[src/rtl/fc_init_sequencer.sv]
// -----------------------------------------------------------------------------
// fc_init_sequencer
//
// Per-VC Data Link Layer flow-control initialisation sequencer. It walks the
// FC_INIT1 and FC_INIT2 phases and sends InitFC1/InitFC2 DLLP triplets
// (P, NP, Cpl) to the DLLP transmit mux over a req/ack handshake. It also
// captures the credits the peer advertises, and raises fc_init_done once the
// VC may carry TLPs.
//
// Optional feature macro: FC_INIT_TIMEOUT_EN
//   defined   : a watchdog limits the total time spent in the FC1/FC2 states to
//               TIMEOUT_CYCLES. On expiry, fc_init_err pulses and the sequence
//               restarts from IDLE with everything cleared.
//   undefined : no watchdog is built and fc_init_err is tied low.
//
// Ports
//   clk, rst        : clock and synchronous active-high reset
//   link_up         : DL_Up request (level). Low forces IDLE and clears state.
//   rx_fc_valid     : one-cycle strobe for a decoded InitFC/UpdateFC DLLP
//   rx_fc_kind      : 00 InitFC1, 01 InitFC2, 10 UpdateFC, 11 ignored
//   rx_fc_class     : 00 P, 01 NP, 10 Cpl, 11 ignored
//   rx_vc           : VC of the received DLLP
//   rx_hdr_fc/rx_data_fc : received credit fields
//   tx_req/tx_ack   : transmit handshake (tx_req and tx fields are registered)
//   tx_stage        : 0 InitFC1, 1 InitFC2
//   tx_class        : 00 P, 01 NP, 10 Cpl
//   tx_vc           : constant VC_ID
//   tx_hdr_fc/tx_data_fc : local credits for tx_class
//   rem_*           : captured peer credits per class
//   fc_init_done    : FC init complete (level)
//   fc_init_err     : watchdog expiry pulse
//
// State table
//   state     | meaning
//   IDLE      | link down or just reset; waiting for link_up
//   FC1_SEND  | presenting InitFC1 triplet, one class per ack
//   FC1_WAIT  | resend gap; leave early once all FC1 flags are set
//   FC2_SEND  | presenting InitFC2 triplet, one class per ack
//   FC2_WAIT  | resend gap; leave early once fc2_seen is set
//   DONE      | flow control initialised, VC usable
// -----------------------------------------------------------------------------
module fc_init_sequencer #(
    parameter logic [2:0]  VC_ID          = 3'd0,
    parameter logic [7:0]  P_HDR          = 8'd32,
    parameter logic [11:0] P_DATA         = 12'd256,
    parameter logic [7:0]  NP_HDR         = 8'd32,
    parameter logic [11:0] NP_DATA        = 12'd32,
    parameter logic [7:0]  CPL_HDR        = 8'd0,
    parameter logic [11:0] CPL_DATA       = 12'd0,
    parameter logic [15:0] RESEND_CYCLES  = 16'd1000,
    parameter logic [23:0] TIMEOUT_CYCLES = 24'd1000000
) (
    input  logic        clk,
    input  logic        rst,
    input  logic        link_up,
    input  logic        rx_fc_valid,
    input  logic [1:0]  rx_fc_kind,
    input  logic [1:0]  rx_fc_class,
    input  logic [2:0]  rx_vc,
    input  logic [7:0]  rx_hdr_fc,
    input  logic [11:0] rx_data_fc,
    output logic        tx_req,
    input  logic        tx_ack,
    output logic        tx_stage,
    output logic [1:0]  tx_class,
    output logic [2:0]  tx_vc,
    output logic [7:0]  tx_hdr_fc,
    output logic [11:0] tx_data_fc,
    output logic [7:0]  rem_p_hdr,
    output logic [11:0] rem_p_data,
    output logic [7:0]  rem_np_hdr,
    output logic [11:0] rem_np_data,
    output logic [7:0]  rem_cpl_hdr,
    output logic [11:0] rem_cpl_data,
    output logic        fc_init_done,
    output logic        fc_init_err
);

    typedef enum logic [2:0] {
        ST_IDLE     = 3'd0,
        ST_FC1_SEND = 3'd1,
        ST_FC1_WAIT = 3'd2,
        ST_FC2_SEND = 3'd3,
        ST_FC2_WAIT = 3'd4,
        ST_DONE     = 3'd5
    } state_t;

    localparam logic [1:0] CLS_P   = 2'd0;
    localparam logic [1:0] CLS_NP  = 2'd1;
    localparam logic [1:0] CLS_CPL = 2'd2;

    localparam logic [1:0] KIND_INIT1  = 2'd0;
    localparam logic [1:0] KIND_INIT2  = 2'd1;
    localparam logic [1:0] KIND_UPDATE = 2'd2;

    // The timer counts down to zero; loading N-1 yields exactly N wait cycles.
    localparam logic [15:0] RESEND_LOAD =
        (RESEND_CYCLES == 16'd0) ? 16'd0 : RESEND_CYCLES - 16'd1;

    state_t      state, state_nxt;
    logic [1:0]  cls, cls_nxt;
    logic [15:0] timer, timer_nxt;
    logic [2:0]  fc1_flags;
    logic        fc1_all;
    logic        fc2_seen;
    logic        abort;
    logic        wd_expire;
    logic        send_nxt;
    logic        in_fc2;
    logic        rx_hit;
    logic        rx_is_init;
    logic        rx_counts_fc2;
    logic        rx_flag_set;

    function automatic logic [7:0] hdr_of(input logic [1:0] c);
        case (c)
            CLS_P:   hdr_of = P_HDR;
            CLS_NP:  hdr_of = NP_HDR;
            CLS_CPL: hdr_of = CPL_HDR;
            default: hdr_of = 8'd0;
        endcase
    endfunction

    function automatic logic [11:0] data_of(input logic [1:0] c);
        case (c)
            CLS_P:   data_of = P_DATA;
            CLS_NP:  data_of = NP_DATA;
            CLS_CPL: data_of = CPL_DATA;
            default: data_of = 12'd0;
        endcase
    endfunction

    assign tx_vc   = VC_ID;
    assign fc1_all = &fc1_flags;
    assign in_fc2  = (state == ST_FC2_SEND) || (state == ST_FC2_WAIT);
    assign abort   = !link_up || wd_expire;

    // -------------------------------------------------------------------------
    // Watchdog
    // -------------------------------------------------------------------------
`ifdef FC_INIT_TIMEOUT_EN
    localparam logic [23:0] WD_LOAD =
        (TIMEOUT_CYCLES == 24'd0) ? 24'd0 : TIMEOUT_CYCLES - 24'd1;

    logic [23:0] wd_cnt;
    logic        wd_active;

    assign wd_active = (state == ST_FC1_SEND) || (state == ST_FC1_WAIT) ||
                       (state == ST_FC2_SEND) || (state == ST_FC2_WAIT);
    assign wd_expire = wd_active && (wd_cnt == 24'd0);

    always_ff @(posedge clk) begin
        if (rst) begin
            wd_cnt      <= WD_LOAD;
            fc_init_err <= 1'b0;
        end else begin
            fc_init_err <= wd_expire;
            if (!wd_active || wd_expire) begin
                wd_cnt <= WD_LOAD;
            end else begin
                wd_cnt <= wd_cnt - 24'd1;
            end
        end
    end
`else
    assign wd_expire   = 1'b0;
    assign fc_init_err = 1'b0;
`endif

    // -------------------------------------------------------------------------
    // Next state
    // -------------------------------------------------------------------------
    always_comb begin
        state_nxt = state;
        cls_nxt   = cls;
        timer_nxt = timer;

        case (state)
            ST_IDLE: begin
                if (link_up) begin
                    state_nxt = ST_FC1_SEND;
                    cls_nxt   = CLS_P;
                end
            end
            ST_FC1_SEND: begin
                if (tx_ack) begin
                    if (cls >= CLS_CPL) begin
                        // Triplet boundary: the only point the phase may change.
                        cls_nxt = CLS_P;
                        if (fc1_all) begin
                            state_nxt = ST_FC2_SEND;
                        end else begin
                            state_nxt = ST_FC1_WAIT;
                            timer_nxt = RESEND_LOAD;
                        end
                    end else begin
                        cls_nxt = cls + 2'd1;
                    end
                end
            end
            ST_FC1_WAIT: begin
                if (fc1_all) begin
                    state_nxt = ST_FC2_SEND;
                    cls_nxt   = CLS_P;
                end else if (timer == 16'd0) begin
                    state_nxt = ST_FC1_SEND;
                    cls_nxt   = CLS_P;
                end else begin
                    timer_nxt = timer - 16'd1;
                end
            end
            ST_FC2_SEND: begin
                if (tx_ack) begin
                    if (cls >= CLS_CPL) begin
                        cls_nxt = CLS_P;
                        if (fc2_seen) begin
                            state_nxt = ST_DONE;
                        end else begin
                            state_nxt = ST_FC2_WAIT;
                            timer_nxt = RESEND_LOAD;
                        end
                    end else begin
                        cls_nxt = cls + 2'd1;
                    end
                end
            end
            ST_FC2_WAIT: begin
                if (fc2_seen) begin
                    state_nxt = ST_DONE;
                end else if (timer == 16'd0) begin
                    state_nxt = ST_FC2_SEND;
                    cls_nxt   = CLS_P;
                end else begin
                    timer_nxt = timer - 16'd1;
                end
            end
            ST_DONE: begin
                state_nxt = ST_DONE;
            end
            default: begin
                state_nxt = ST_IDLE;
                cls_nxt   = CLS_P;
            end
        endcase

        if (abort) begin
            state_nxt = ST_IDLE;
            cls_nxt   = CLS_P;
            timer_nxt = 16'd0;
        end
    end

    assign send_nxt = (state_nxt == ST_FC1_SEND) || (state_nxt == ST_FC2_SEND);

    always_ff @(posedge clk) begin
        if (rst) begin
            state <= ST_IDLE;
            cls   <= CLS_P;
            timer <= 16'd0;
        end else begin
            state <= state_nxt;
            cls   <= cls_nxt;
            timer <= timer_nxt;
        end
    end

    // Transmit fields are registered from the next-state view, so they change
    // only on the cycle after an ack and hold otherwise.
    always_ff @(posedge clk) begin
        if (rst) begin
            tx_req       <= 1'b0;
            tx_stage     <= 1'b0;
            tx_class     <= CLS_P;
            tx_hdr_fc    <= 8'd0;
            tx_data_fc   <= 12'd0;
            fc_init_done <= 1'b0;
        end else begin
            tx_req       <= send_nxt;
            tx_stage     <= (state_nxt == ST_FC2_SEND);
            tx_class     <= send_nxt ? cls_nxt : CLS_P;
            tx_hdr_fc    <= send_nxt ? hdr_of(cls_nxt) : 8'd0;
            tx_data_fc   <= send_nxt ? data_of(cls_nxt) : 12'd0;
            fc_init_done <= (state_nxt == ST_DONE);
        end
    end

    // -------------------------------------------------------------------------
    // Receive path
    // -------------------------------------------------------------------------
    assign rx_hit = rx_fc_valid && (rx_vc == VC_ID) &&
                    (rx_fc_kind != 2'b11) && (rx_fc_class != 2'b11);
    assign rx_is_init    = (rx_fc_kind == KIND_INIT1) || (rx_fc_kind == KIND_INIT2);
    assign rx_counts_fc2 = (rx_fc_kind == KIND_INIT2) || (rx_fc_kind == KIND_UPDATE);

    always_comb begin
        rx_flag_set = 1'b1;
        case (rx_fc_class)
            CLS_P:   rx_flag_set = fc1_flags[0];
            CLS_NP:  rx_flag_set = fc1_flags[1];
            CLS_CPL: rx_flag_set = fc1_flags[2];
            default: rx_flag_set = 1'b1;
        endcase
    end

    always_ff @(posedge clk) begin
        if (rst || abort) begin
            fc1_flags    <= 3'b000;
            fc2_seen     <= 1'b0;
            rem_p_hdr    <= 8'd0;
            rem_p_data   <= 12'd0;
            rem_np_hdr   <= 8'd0;
            rem_np_data  <= 12'd0;
            rem_cpl_hdr  <= 8'd0;
            rem_cpl_data <= 12'd0;
        end else if (rx_hit) begin
            // First advertisement per class wins; duplicates are dropped.
            if (rx_is_init && !rx_flag_set) begin
                case (rx_fc_class)
                    CLS_P: begin
                        fc1_flags[0] <= 1'b1;
                        rem_p_hdr    <= rx_hdr_fc;
                        rem_p_data   <= rx_data_fc;
                    end
                    CLS_NP: begin
                        fc1_flags[1] <= 1'b1;
                        rem_np_hdr   <= rx_hdr_fc;
                        rem_np_data  <= rx_data_fc;
                    end
                    CLS_CPL: begin
                        fc1_flags[2] <= 1'b1;
                        rem_cpl_hdr  <= rx_hdr_fc;
                        rem_cpl_data <= rx_data_fc;
                    end
                    default: ;
                endcase
            end
            // InitFC2/UpdateFC seen during FC1 must not count toward FC2 exit.
            if (rx_counts_fc2 && in_fc2) begin
                fc2_seen <= 1'b1;
            end
        end
    end

endmodule

[config.mk]
export PLATFORM = sky130hd
export DESIGN_NAME = fc_init_sequencer
export DESIGN_NICKNAME = d
export VERILOG_FILES = /design/src/rtl/fc_init_sequencer.sv
export SDC_FILE = /design/constraint.sdc
export NUM_CORES = 1
export LEC_CHECK = 0
export BUFFER_PORTS_ARGS = -buffer_cell sky130_fd_sc_hd__buf_4
export CORE_AREA = 2 2 94 96
export DETAILED_ROUTE_END_ITERATION = 7
export DIE_AREA = 0 0 96 98
export PLACE_DENSITY_LB_ADDON = 0.05
export SETUP_SLACK_MARGIN = 0.05
export SLEW_MARGIN = 20
export SYNTH_ARGS = -nofsm -noshare
export SYNTH_HDL_FRONTEND = slang
export SYNTH_SLANG_ARGS = --single-unit
[constraint.sdc]
create_clock -name clk -period 2.8 [get_ports clk]
set_input_delay 0.42 -clock clk [delete_from_list [all_inputs] [get_ports clk]]
set_output_delay 0.42 -clock clk [all_outputs]
set_load 0.05 [all_outputs]
## Yosys cells after proc, flatten, opt, wreduce, memory -nomap -nowiden

Cells that the tools add are included.

| storage, ports and cells | value |
|---|---|
| register bits after elaboration | 110 |
| output and inout port bits | 89 |
| input bits | 32 |

| cells by class | value |
|---|---|
| add/subtract/negate cells | 2 |
| $lt $le $gt $ge | 1 |
| reduce and logical (&&, ||, !) cells | 29 |
| bitwise logic cells | 2 |
| mux-type cells | 32 |
| equal/unequal tests | 23 |

Operators with widths:

| cell | count |
|---|---|
| 16-bit 2-to-1 mux | 9 |
| 16-bit case mux with 4 select lines | 1 |
| 3-bit 2-to-1 mux | 9 |
| 2-bit inequality test, second input constant | 9 |
| 3-bit case mux with 6 select lines | 1 |
| 9-bit case mux with 2 select lines | 1 |
| 16-bit zero test | 1 |
| 16-bit by 1-bit subtractor with 16-bit output, second input constant | 1 |
| 2-bit 2-to-1 mux | 6 |
| 3-bit AND reduction | 4 |
| 3-bit by 2-bit equality test with 1-bit output, second input constant | 3 |
| 3-bit equality test, second input constant | 3 |
| 9-bit AND reduction | 1 |
| 2-bit case mux with 4 select lines | 1 |
| 2-bit OR reduction | 4 |
| 2-bit by 1-bit equality test with 1-bit output, second input constant | 3 |
| 3-bit by 1-bit equality test with 1-bit output, second input constant | 2 |
| 2-bit zero test | 3 |
| 3-bit zero test | 2 |
| 6-bit 2-to-1 mux | 1 |
| 1-bit logical AND | 5 |
| 1-bit logical OR | 5 |
| 2-bit equality test, second input constant | 2 |
| 4-bit nonzero test | 1 |
| other kinds (8) | 11 |

## Logic depth before layout (Yosys ltp)

Gate-level depths: netlist of run 1.

| depth | value |
|---|---|
| word-level depth | 10 |
| mapped depth | 9 |
| depth with buffers taken out | 7 |

## Worst setup path before layout of run 1

OpenSTA, ideal clock, no wires.

| timing path | value |
|---|---|
| path kind | flip-flop to flip-flop |
| from | reg timer[0] |
| to | reg timer[8] |
| stages on the path, launching flop included | 9 |
| clock period less this slack | 2.477 ns |
| path slack | 0.323 ns |
| setup time | 0.115 ns |
| data required time | 2.685 ns |
| arrival | 2.361 ns |
| cell sequence | dfxtp_1 inv_1 ha_1 or3b_4 or3_1 or4_1 clkbuf_1 or3_1 and3_1 |

| on the way | value |
|---|---|
| word-level cells in the longest chain between the ends | 4 |
| elaborated cells between the ends (all ways) | 6 |
| classes of those cells | add/sub (1); mux (4); reduce/logical (1) |

RTL lines:

| item | RTL line | text |
|---|---|---|
| start, declared | 102 | `logic [15:0] timer, timer_nxt;` |
| start signal, assigned | 263 | `timer <= timer_nxt;` |
| 16-bit by 1-bit subtractor with 16-bit output or 16-bit zero test (tied branches) | - |  |
| 16-bit 2-to-1 mux * | 205, 230 |  |
| 16-bit 2-to-1 mux, on equally long branches | 228, 202 |  |
| 16-bit case mux with 4 select lines * | 178 | `case (state)` |

Mark *: on every way between the ends. The rest lies on a longest branch, timed or not. The select of a mux whose other input is x is not followed.
A chain may end at the register's enable or synchronous reset.

## Worst setup path in the final report of run 1

Same ends and word-level chain as after synthesis.

==> metrics.md, run 1 <==
| Metric | Value |
|---|---|
| Outcome | `complete, no violations` |
| YS warnings | `0` |
| Most common cell in the synthesized netlist | `dfxtp_1` |
| Synth-to-Final Area Change | `24.0%` |
| Port Buffers | `99` |
| Share of cells above drive strength 1 | `24.4%` |
| Die area | `about 9400 µm²` |
| Post-Place Setup Slack | `0.242 ns` |
| Max-Slew Margin vs Limit | `53.1%` |
| Leak Pwr | `2.16 nW` |
| Diode count | `0` |
| Average wire per standard cell | `~14 µm` |
| Top FF cell, synth | `dfxtp_1` |
| Crit path max fanout | `6` |
| Remaining global-route overflow | `0` |
| Initial antenna violation count | `0` |
| Die Wd | `96 µm` |
| RSZ-0062 raised after global routing | `no` |
| Mapped Cells | `457` |
| Avg Cell Area, Syn | `8.86 µm²` |
| Core area | `8470 µm²` |
| Final Slew Violations | `0` |
| Crit. End Element | `register` |
| Post-CTS Hold Buffers | `0` |
| Routed WL | `9170 µm` |
| CTS sink cnt | `between 90 and 100` |
| Yosys top cell area share | `46.0%` |
| # IOs | `121` |
| Max Fclk | `391 MHz` |
| Synthesized area | `4050 µm²` |
| GP Congestion | `0.766` |
| Clk_lat worst skew | `0.35 ns` |
| Die extent in y | `98 µm` |
| Worst Tran Pin Value | `~0.70 ns` |
| Via count | `~3,300` |
| Seq cells post-synth | `a little over 90` |
| Number of flops mapped to enable cells by yosys | `0` |
| Hold WC Path Type | `input pin to register` |
| Critical path startpoint category | `register` |
| Synth async-reset ratio | `0%` |
| GRT Util Overall | `19.9%` |
| Unique masters post-synth | `52` |
| Resized cells post-CTS | `0` |
| MaxCap Viol Count | `0` |
| Worst Clk Skew | `0.00865 ns` |
| Cell area power density | `510 nW/µm²` |
| DRT Pass-1 Iters | `4` |
| Via-to-Cell Ratio | `5.06` |
| Fin crit share | `between 90% and 100%` |
| Final setup TNS | `0 ns` |
| Min Tclk post-route | `2.56 ns` |
| Largest net degree at the start of global routing | `33` |
| Count of final hold-check violations | `0` |
| H-tree levels | `3` |
| Reg clk slew, reported paths | `0.10 ns` |
| TritonCTS buffer count | `9` |
| Placed Cells | `~650` |
| Setup Viol. Count Final | `0` |
| Detailed placer's ending HPWL | `6470 µm` |
| Synth cell count leaders | `93 x dfxtp_1, 61 x nor2_1, 58 x nand2_1` |
| FP Rows | `34` |
| Fillers | `around 760` |
| Post-Layout Cell Count | `between 600 and 700` |
| Vias in the first global route | `3,146` |
| Sequential share of the synthesized area | `46.0%` |
| Clk buf depth | `2` |
| Yosys top cell by area | `dfxtp_1` |
| Arrival @ worst endpoint | `2.81 ns` |
| Top cells by area, synth | `dfxtp_1 46%, mux2i_1 11%, nor2_1 5.7%, nand2_1 5.4%, buf_4 3.9%` |
| Setup WS post-layout | `approximately 0.24 ns` |
| CTS Root Buffer Type | `clkbuf_8` |
| Final nets | `585` |
| Initial Util | `47.8%` |
| DRC violation count after routing | `0` |
| First-pass GRT wire length | `15,000 µm` |
| Critical path class | `register to register` |
| CTS tree | `built` |
| VDD IR max | `375 µV` |
| ANT nets after route | `0` |
| DRT iter0 DRCs | `61` |
| Worst EP required | `between 3 and 4 ns` |
| Post-CTS Setup Inserts | `0` |
## power breakdown
group	internal, mW	switching (mW)	total (mW)
combinational	0.0868	0.175	0.261
sequential	1.33	0.0104	1.34
clock	0.455	0.500	0.955
## area by class of cell
class,count,area [µm²],area share [%]
well taps,108,135,2.69
repair buffers,108,823,16.4
flip-flops and latches,93,1860,37.1
clock inverters,6,76.3,1.52
inverters,7,26.3,0.523
multi-input cells,330,1960,39.1
clock buffers,10,138,2.74
## state kept, by name, indices dropped and copies added, names as in the netlist
signal	flops
cls	2
fc1_flags	3
fc2_seen	1
fc_init_done	1
rem_cpl_data	12
rem_cpl_hdr	8
rem_np_data	12
rem_np_hdr	8
rem_p_data	12
rem_p_hdr	8
state	3
timer	16
tx_class	2
tx_data_fc	2
tx_hdr_fc	1
tx_req	1
tx_stage	1
## critical path, stage by stage, from the launching register on
cell     delay, ns
dfxtp_1       0.34
inv_1         0.06
ha_1          0.16
or3b_4        0.41
or3_1         0.33
or4_1         0.63
or3_1         0.37
and3_1        0.16
## layer usage
| layer | GRT usage (%) | routed length (µm) |
|---|---|---|
| met5 | 0 | 0 |
| met2 | 32.4 | 4490 |
| met4 | 4.29 | 56 |
| met3 | 8.18 | 648 |
| met1 | 24.6 | 3980 |
## stage by stage
stage	util [%]	power (mW)	cell area [µm²]	hold WS, ns
finish	59.3	2.56	5020	0.259
global route	59.3	2.68	5020	0.237
CTS	59.3	2.60	5020	0.244
detailed placement	56.8	1.64	4810	0.447
global placement	56.8	1.63	4810	0.443
floorplan	-	1.58	4130	0.437
## logic make-up after synthesis
kind of cell	after synthesis	share of synthesized area, %
compound gates	61	9.85
xor+xnor	1	0.216
fa+ha+maj	4	1.24
buf+inv	54	7.48
flops	93	46.0
mux	46	11.4
other cells	1	0.0926
simple gates	197	23.8
## path summary, 6_finish.rpt
path                 start             to  slack (ns)  depth (start not counted)
max               timer[0]       timer[8]        0.24                          7
min                    rst       state[1]        0.26                          2
max reg2reg       timer[0]       timer[8]        0.24                          7
min reg2reg  rem_p_data[3]  rem_p_data[3]        0.46                          2
## cell usage in the layout, fill, tap and decap left out, drive strengths merged, types with 3 or more instances in the layout
master and n:
a21boi 3, or4 10, o21bai 3, ha 4
a21oi 29, nor4 7, o211ai 3, nor3 16
and2 3, nand2 58, nand2b 13, or3 4
a31oi 4, conb 21, dfxtp 93, clkbuf 10
inv 11, and3 3, buf 108, o31ai 6
mux2i 46, nor2 62, nor2b 3, or3b 3
nand3b 3, nand3 3
(Power assumes the default switching activity.)
==> run 2: changes to the inputs <==
--- a/config.mk
+++ b/config.mk
@@ -6,9 +6,11 @@
 export NUM_CORES = 1
 export LEC_CHECK = 0
 export BUFFER_PORTS_ARGS = -buffer_cell sky130_fd_sc_hd__buf_4
-export CORE_AREA = 2 2 94 96
+export CELL_PAD_IN_SITES_DETAIL_PLACEMENT = 1
+export CELL_PAD_IN_SITES_GLOBAL_PLACEMENT = 1
+export CORE_AREA = 2 2 107 109
 export DETAILED_ROUTE_END_ITERATION = 7
-export DIE_AREA = 0 0 96 98
+export DIE_AREA = 0 0 109 111
 export PLACE_DENSITY_LB_ADDON = 0.05
 export SETUP_SLACK_MARGIN = 0.05
 export SLEW_MARGIN = 20
==> run 2 against run 1 <==
Via count is 3.4% higher. Sequential cell count stayed put. Largest power group unchanged. Clock skew is 0.0052 ns lower. Critical path depth stayed put. Die area is 29% higher. Non-clock buffer count is 1 higher. Count of clock-buffer cells in the layout is 3 higher. Setup slack worse by 0.076 ns.
==> metrics.md, run 2 (same netlist as run 1, synthesis figures left out) <==
| Metric | Value |
|---|---|
| Routed WL | `10,800 µm (+18%)` |
| Post-CTS Setup Inserts | `0 (unchanged)` |
| DRC violation count after routing | `0 (unchanged)` |
| Critical path startpoint category | `register` |
| Leak Pwr | `2.20 nW (+1.6%)` |
| Die area | `12,100 µm² (+29%)` |
| Post-Layout Cell Count | `698 (+5.4%)` |
| Crit. End Element | `register` |
| Most frequent cells in the layout | `107 x buf_4, 93 x dfxtp_1, 61 x nor2_1` |
| Comb power frac | `9.6% (-0.6 points)` |
| Initial Util | `36.6% (-11 points)` |
| Core area | `11,100 µm² (+31%)` |
| Crit path to | `timer[8]` |
| RR Startpoint | `timer[0]` |
| Largest net degree at the start of global routing | `29 (-12%)` |
| # IOs | `121 (unchanged)` |
| Setup Viol. Count Final | `0 (unchanged)` |
| CTS sink cnt | `93 (unchanged)` |
| R2R cell count | `7 (unchanged)` |
| Placed Cells | `682 (+5.6%)` |
| Post-Place Setup Slack | `0.166 ns (-0.0758 ns)` |
| RSZ-0062 raised after global routing | `no` |
| CTS Root Buffer Type | `clkbuf_16` |
| Clk buf depth | `2 (unchanged)` |
| Fillers | `1,304 (+72%)` |
| Port Buffers | `99 (unchanged)` |
| Via count | `3,462 (+3.4%)` |
| Outcome | `complete, no violations` |
| MaxCap Viol Count | `0 (unchanged)` |
| Largest register FFs | `16 (unchanged)` |
| Cell area power density | `551 nW/µm² (+8.1%)` |
| H-tree levels | `3 (unchanged)` |
| Setup WS post-layout | `0.167 ns (-0.0763 ns)` |
| GRT Util Overall | `18.7% (-1.2 points)` |
| Crit path max fanout | `6 (unchanged)` |
| Worst Tran Pin Value | `0.684 ns (-0.0163 ns)` |
| Share of power burned in registers | `47.3% (-5.2 points)` |
| Arrival @ worst endpoint | `2.87 ns (+0.06 ns)` |
| Sw frac | `24.7% (-2.1 points)` |
| Initial antenna violation count | `0 (unchanged)` |
| Remaining global-route overflow | `0 (unchanged)` |
| Average wire per standard cell | `15.5 µm (+12%)` |
| Hold WS | `0.276 ns (+0.0173 ns)` |
| Synth-to-Final Area Change | `27.6%` |
| DRT Pass-1 Iters | `5 (+1)` |
| First-pass GRT wire length | `17,600 µm (+18%)` |
| Crit. Startpoint | `timer[0]` |
| Critical path class | `register to register` |
| Die extent in y | `111 µm (+13%)` |
| Via-to-Cell Ratio | `4.96 (-1.9%)` |
| Clock share of power | `43.2% (+5.9 points)` |
| P_int | `2.14 mW (+14%)` |
| Hold WC Path Type | `input pin to register` |
| Hold path cells | `2 (unchanged)` |
| Worst EP required | `3.04 ns (about the same)` |
| TritonCTS buffer count | `9 (unchanged)` |
| GP Congestion | `0.781 (+2.0%)` |
| Count of final hold-check violations | `0 (unchanged)` |
| Register-to-register setup slack | `0.17 ns (-0.08 ns)` |
| FP Rows | `39 (+15%)` |
| Final Slew Violations | `0 (unchanged)` |
| Clk_lat worst skew | `0.34 ns (about the same)` |
| Worst Clk Skew | `0.00347 ns (-0.00519 ns)` |
| Switch Pwr | `703 µW (+2.6%)` |
| RR Endpoint | `timer[8]` |
| Die Wd | `109 µm (+14%)` |
| Vias in the first global route | `3,521 (+12%)` |
| Max Fclk | `380 MHz (-2.9%)` |
| Diode count | `0 (unchanged)` |
| Fin crit share | `94.0% (+2.7 points)` |
| Min Tclk post-route | `2.63 ns (+0.0763 ns)` |
| Resized cells post-CTS | `0 (unchanged)` |
| Max-Slew Margin vs Limit | `54.2% (+1.1 points)` |
| Commonest non-fill, non-tap cell in the layout | `buf_4` |
| Share of cells above drive strength 1 | `24.0% (-0.40 points)` |
| Post-CTS Hold Buffers | `0 (unchanged)` |
| Largest Register | `timer` |
| ANT nets after route | `0 (unchanged)` |
| Detailed placer's ending HPWL | `7620 µm (+18%)` |
| Reg clk slew, reported paths | `0.06 ns (-0.04 ns)` |
| DRT iter0 DRCs | `120 (+97%)` |
| Final nets | `586 (+0.17%)` |
| CTS tree | `built` |
| VDD IR max | `306 µV (-18%)` |
| Final setup TNS | `0 ns (unchanged)` |
## run 2: changes by cell type in the layout (fill, tap and decap cells not counted)
cell,delta
inv_6,-3
inv_8,-1
buf_12,+1
clkbuf_1,+3
clkbuf_16,+9
clkinv_4,-1
clkinvlp_4,+2
clkbuf_8,-9
## run 2: worst min-delay path by stage
stage	slack, ns	end	from
floorplan	0.44	timer[13]	timer[13]
CTS	0.26	cls[0]	rst
global route	0.27	cls[0]	rst
global placement	0.44	rem_p_data[10]	rem_p_data[10]
detailed placement	0.45	rem_p_data[7]	rem_p_data[7]
finish	0.28	cls[0]	rst
## run 2: metal layers
| metal | GRT usage, % | part of all wire, % | vias to the layer above |
|---|---|---|---|
| met5 | 0 | 0 | - |
| met3 | 6.41 | 6.2 | 15 |
| met1 | 22.6 | 44 | 1643 |
| met4 | 7.95 | 2.1 | 0 |
| li1 | - | - | 1729 |
| met2 | 29.8 | 48 | 75 |
## run 2: power by group through the flow
stage | logic, mW | registers, mW | clock network (mW)
5_1_grt | 0.295 | 1.35 | 1.34
3_3_place_gp | 0.269 | 1.37 | 0
6_report | 0.272 | 1.35 | 1.23
2_1_floorplan | 0.202 | 1.38 | 0
4_1_cts | 0.275 | 1.34 | 1.27
3_5_place_dp | 0.273 | 1.38 | 0
## run 2: worst max-delay path, cell delays in order (launching register included)
cell     delay [ns]
dfxtp_1        0.34
inv_1          0.07
ha_1           0.17
or3b_4         0.41
or3_1          0.33
or4_1          0.65
or3_1          0.38
and3_1         0.16
## run 2: cell type report
class                      instances  area (µm²)  share of cell area [%]
multi-input combinational        330        1960                    38.0
sequential                        93        1860                    36.0
timing repair buffer             109         843                    16.3
clock buffer                      13         250                    4.84
tap                              143         179                    3.46
clock inverter                     3        45.0                   0.871
inverter                           7        26.3                   0.508
## run 2: stage by stage
step	util [%]	total power [mW]	area (µm²)
CTS	46.7	2.89	5170
global placement	44.0	1.64	4870
finish	46.7	2.85	5170
floorplan	-	1.58	4130
detailed placement	44.0	1.65	4870
global route	46.7	2.98	5170
